## config.mk

```make
export PLATFORM = sky130hd
export DESIGN_NAME = serial_parallel
export DESIGN_NICKNAME = d
export VERILOG_FILES = /design/src/rtl/serial_parallel.sv
export SDC_FILE = /design/constraint.sdc
export NUM_CORES = 1
export LEC_CHECK = 0
export CAP_MARGIN = 15
export CORE_AREA = 2 2 39 41
export CTS_CLUSTER_SIZE = 25
export DETAILED_ROUTE_END_ITERATION = 8
export DIE_AREA = 0 0 41 43
export GPL_TIMING_DRIVEN = 0
export MAX_ROUTING_LAYER = met4
export RECOVER_POWER = 25
export SLEW_MARGIN = 20
export SYNTH_ARGS = -nofsm -noshare
export SYNTH_HDL_FRONTEND = slang
export SYNTH_SLANG_ARGS = --single-unit
export TNS_END_PERCENT = 20
```

## constraint.sdc

```tcl
create_clock -name clk -period 3.4 [get_ports clk]
set_clock_uncertainty 0.05 [all_clocks]
set_input_delay 0.51 -clock clk [delete_from_list [all_inputs] [get_ports clk]]
set_output_delay 0.51 -clock clk [all_outputs]
set_load 0.02 [all_outputs]
```

## src/rtl/serial_parallel.sv

```systemverilog
`default_nettype none
// ============================================================================
//  Module      : serial_parallel
//  Description : Deserializer for an LSB-first serial stream qualified by
//                valid_i. Assembles WIDTH-bit words into a single-entry
//                output register that is drained by a valid/ready handshake.
//                A word that completes while the register is still full is
//                dropped and reported on overrun_o.
//
//  Ports       : clk          rising-edge clock
//                reset        asynchronous active-high reset
//                serial_i     serial data bit, LSB of the word first
//                valid_i      serial_i carries a valid bit this cycle
//                parallel_o   assembled word, stable while valid_o = 1
//                valid_o      output register holds an unconsumed word
//                ready_i      consumer accepts the word when valid_o & ready_i
//                overrun_o    one-cycle pulse: a completed word was dropped
//                frame_err_o  one-cycle pulse: a partial word was aborted
//
//  Options     : S2P_GAP_CHECK_EN - when defined, a valid_i gap in the middle
//                of a word aborts it and pulses frame_err_o. When undefined,
//                a gap only pauses assembly and frame_err_o is tied to 0.
//
//  Revision    : 1.0  initial release
// ============================================================================
module serial_parallel #(
    parameter int WIDTH = 4
) (
    input  logic             clk,
    input  logic             reset,
    input  logic             serial_i,
    input  logic             valid_i,
    output logic [WIDTH-1:0] parallel_o,
    output logic             valid_o,
    input  logic             ready_i,
    output logic             overrun_o,
    output logic             frame_err_o
);

    localparam int                 c_CNT_W   = $clog2(WIDTH);
    localparam logic [c_CNT_W-1:0] c_CNT_MAX = c_CNT_W'(WIDTH - 1);

    // Only the upper WIDTH-1 bits of the shift register are kept: the lowest
    // bit would be shifted out on the very edge that completes the word, so
    // it is never observed. r_sr[i] corresponds to shift position i+1.
    logic [WIDTH-2:0]   r_sr;
    logic [c_CNT_W-1:0] r_cnt;
    logic [WIDTH-1:0]   r_out;
    logic               r_full;
    logic               r_overrun;

    logic [WIDTH-1:0]   w_word;
    logic               w_last;
    logic               w_drain;
    logic               w_load;

    // The shifted-in value; on the final bit this is also the finished word,
    // with the last bit taken straight from the input.
    assign w_word  = {serial_i, r_sr};
    assign w_last  = valid_i && (r_cnt == c_CNT_MAX);
    assign w_drain = r_full && ready_i;
    // A full register may still take the new word if it empties this cycle.
    assign w_load  = w_last && (!r_full || ready_i);

    always_ff @(posedge clk or posedge reset) begin
        if (reset) begin
            r_sr      <= '0;
            r_cnt     <= '0;
            r_out     <= '0;
            r_full    <= 1'b0;
            r_overrun <= 1'b0;
        end else begin
            r_overrun <= w_last && r_full && !ready_i;

            if (valid_i) begin
                r_sr  <= w_word[WIDTH-1:1];
                r_cnt <= w_last ? '0 : r_cnt + 1'b1;
            end
`ifdef S2P_GAP_CHECK_EN
            else if (r_cnt != '0) begin
                // Gap inside a word: throw the partial word away.
                r_sr  <= '0;
                r_cnt <= '0;
            end
`endif

            if (w_load) begin
                r_out  <= w_word;
                r_full <= 1'b1;
            end else if (w_drain) begin
                r_full <= 1'b0;
            end
        end
    end

`ifdef S2P_GAP_CHECK_EN
    logic r_frame_err;

    always_ff @(posedge clk or posedge reset) begin
        if (reset) begin
            r_frame_err <= 1'b0;
        end else begin
            r_frame_err <= !valid_i && (r_cnt != '0);
        end
    end

    assign frame_err_o = r_frame_err;
`else
    assign frame_err_o = 1'b0;
`endif

    assign parallel_o = r_out;
    assign valid_o    = r_full;
    assign overrun_o  = r_overrun;

endmodule
`default_nettype wire

```

After elaboration in Yosys (flattened, before gate mapping) --
Cells that the tools add are included.
Storage, ports and cells: bits in registers 11, latch bits 0, memory bits (writable) 0, bits in read-only memories 0, input bits 5, output and inout port bits 7, logic and storage cells 19, memories 0
Operators by class: add/sub/neg operators 1, multipliers 0, div/mod/pow operators 0, order comparisons 0, equal/unequal tests 1, shift-type cells 0, mux-type cells 3, bitwise logic cells 0, reduce and logical (&&, ||, !) cells 9
Operator list (count):
- logical AND 1 bit | 5
- adder 2 x 1 -> 2 bit, second input constant | 1
- equality test 2 bit, second input constant | 1
- logical NOT 1 bit | 2
- two-way mux 1 bit | 2
- two-way mux 2 bit | 1
- nonzero test 2 bit | 1
- logical OR 1 bit | 1

Depth between registers and ports, before layout --
depth after elaboration 4, depth in mapped cells 4, gate-level depth less buffers 4

Worst setup path after synthesis --
No wires, ideal clock.
path kind input to register, from input port valid_i, to register r_out[3], in the netlist parallel_o[3], setup time 125 ps, data arrival time 1164 ps, data required time 3225 ps, path slack 2061 ps, stages on the path 4, buffers on the path 1, cell sequence buf_4 nand2_4 nor2b_4 mux2_2
Between the ends: word-level cells in the longest chain between the ends 2
RTL lines:
- start, declared | line 32 | input logic valid_i,
- logical AND 1 bit | line 60 | assign w_last = valid_i && (r_cnt == c_CNT_MAX);
- logical AND 1 bit | line 63 | assign w_load = w_last && (!r_full || ready_i);
- end signal, assigned | line 88 | r_out <= w_word;
- end, declared | line 48 | logic [WIDTH-1:0] r_out;
No other way between the ends. A chain may end at the register's enable or synchronous reset.

Worst setup path after layout --
from register r_full, in the netlist valid_o, to output port valid_o
RTL lines:
- start, declared | line 49 | logic r_full;
- start signal, assigned | line 70 | r_full <= 1'b0;
- start signal, assigned | line 89 | r_full <= 1'b1;
- start signal, assigned | line 91 | r_full <= 1'b0;
- end, declared | line 34 | output logic valid_o,
No word-level cell between the ends.

==> metrics <==
r2r setup slk=2.03 ns; type of the worst min-delay path=reg -> reg; Slew Limit Fails=0; GR Overflow Total=0; Worst path top cell family by delay=buffers and inverters; Placer Congestion=0.696; core area=1380 µm²; Nets=51; final setup violation count=0; GRT Total Usage=11.0%; routed vias/inst=4.37; Final Hold Violating Endpoints=0; io pins=12; WP data required=between 2 and 3 ns; final cell count without fillers=60; Leak Pwr=0.271 nW; wire length per cell=10.9 µm; Die Y=around 43 µm; P&R area growth vs syn=29.2%; Antenna diodes=0; FILL cells=134; Synth top area share=about three fifths; Post-Syn Area=454 µm²; dpl hpwl=524 µm; Max Cap Violations=0; Std-Cell Rows=14; Synth Instances=31; status=finished clean; library cells used by synthesis=11; share of post-route cells with drive strength above 1=roughly a third; Post-CTS Resized=0; VDD IR max=0.349 mV; Ys Warns=0; first-pass GRT wire length=1190 µm; mean post-synth cell area=14.7 µm²; CP bufs+invs=1; CTS Hold Bufs=0; Port Buffer Count=9; TritonCTS clock tree=built; Post-route DRC=0; clk sinks=11; Cell Chain, Critical Path=clkdlybuf4s50_1; period utilization=52.2%; CP Capture Type=output port; CP Class=reg -> out; fmax=~560 MHz; initial antenna violation count=0; Die Wd=41 µm; RSZ-0062 raised after global routing=no; CP Max Fanout=2; crit-path max cell delay=0.60 ns; setup_tns=0 ns; largest area contributor in the netlist=dfrtp_1; largest net degree at the start of global routing=12; P per Cell Area=824 nW/µm²; Final ANT Viol Nets=0; Post-CTS Setup Bufs=0; Pwr Total=between 0.4 and 0.5 mW; initial detailed-routing violation count=4; Syn Nets=37; Hold WS=0.451 ns; die area=~1800 µm²; number of global-route vias before repair=294; # H-tree levels=1; sequential share of the synthesized area=60.6%; Core Util, Final=42.4%; starting density of the core=32.8%; Critical Path AT=1.21 ns; Post-Place Worst Slack=1.57 ns; Root Buffer=clkbuf_4; routed wire length=approximately 650 µm; Worst-path clk slew=0.07 ns; via count=roughly 260; #FFs+latches synth=11; Final Critical Period=1.77 ns; Placed Area=roughly 560 µm²; drt first pass iters=2; startpoint types=flop; Design Area, Final=587 µm²; setup ws final=1.63 ns; top cells by area, synth=dfrtp_1, mux2_2, buf_4; Max stage delay cell, worst path=clkdlybuf4s50_1; Worst-Skew Late Latency=0.26 ns; TritonCTS Buffers=3; Placed Cells=56; clock buffer depth=2
==> placed cells by master, fill, tap and decap left out <==
cell	n
conb_1	1
nand2_4	1
ha_1	1
mux2_2	9
nor2b_4	1
clkdlybuf4s50_1	8
inv_1	1
dlygate4sd3_1	1
nand2_1	1
nor2_1	2
buf_4	1
nand2b_1	1
clkbuf_4	3
dfrtp_1	11
clkbuf_1	2
==> kinds of logic after synthesis <==
kind of cell | Yosys count | synth area share [%]
other cells | 1 | 0.826
simple gates | 6 | 9.37
buf+inv | 3 | 4.13
mux | 9 | 22.3
fa+ha+maj | 1 | 2.75
flops | 11 | 60.6
==> state kept, by name, indices dropped and copies added (netlist names) <==
register and flops:
valid_o 1, r_cnt 2, parallel_o 4, overrun_o 1, r_sr 3
==> metal layers <==
metal | global-route usage [%] | wire [µm] | vias up
li1 | - | - | 125
met1 | 10.2 | 244 | 127
met2 | 16.9 | 357 | 8
met3 | 4.71 | 45 | 2
met4 | 8.00 | 7 | 0
met5 | - | 0 | -
==> synthesized netlist by cell type <==
library cell / instances
dfrtp_1: 11
mux2_2: 9
buf_4: 2
nor2_1: 2
conb_1: 1
ha_1: 1
inv_1: 1
nand2_1: 1
nand2_4: 1
nand2b_1: 1
nor2b_4: 1
==> power breakdown <==
| group | internal, mW | switching [mW] |
|---|---|---|
| Clock | 0.0453 | 0.0402 |
| Sequential | 0.179 | 0.0243 |
| Combinational | 0.109 | 0.0860 |
| Total | 0.333 | 0.150 |
==> worst paths after layout <==
check,startpoint,to,depth (start not counted)
worst max register to register,r_cnt[0],parallel_o[2],4
max in group asynchronous,reset,parallel_o[1],2
min in group asynchronous,reset,valid_o,2
worst min-delay path,r_sr[0],parallel_o[0],1
worst min register to register,r_sr[0],parallel_o[0],1
worst max-delay path,valid_o,valid_o,1
==> area by class of cell <==
| class | count | area [µm²] | share of cell area [%] |
|---|---|---|---|
| plain buffers | 2 | 11.3 | 1.92 |
| multi-input cells | 17 | 160 | 27.3 |
| well taps | 16 | 20.0 | 3.41 |
| clock buffers | 4 | 26.3 | 4.48 |
| inverters | 1 | 3.75 | 0.640 |
| flip-flops and latches | 11 | 275 | 46.9 |
| repair buffers | 9 | 90.1 | 15.4 |
No activity file was read; power rests on OpenSTA's default activity.
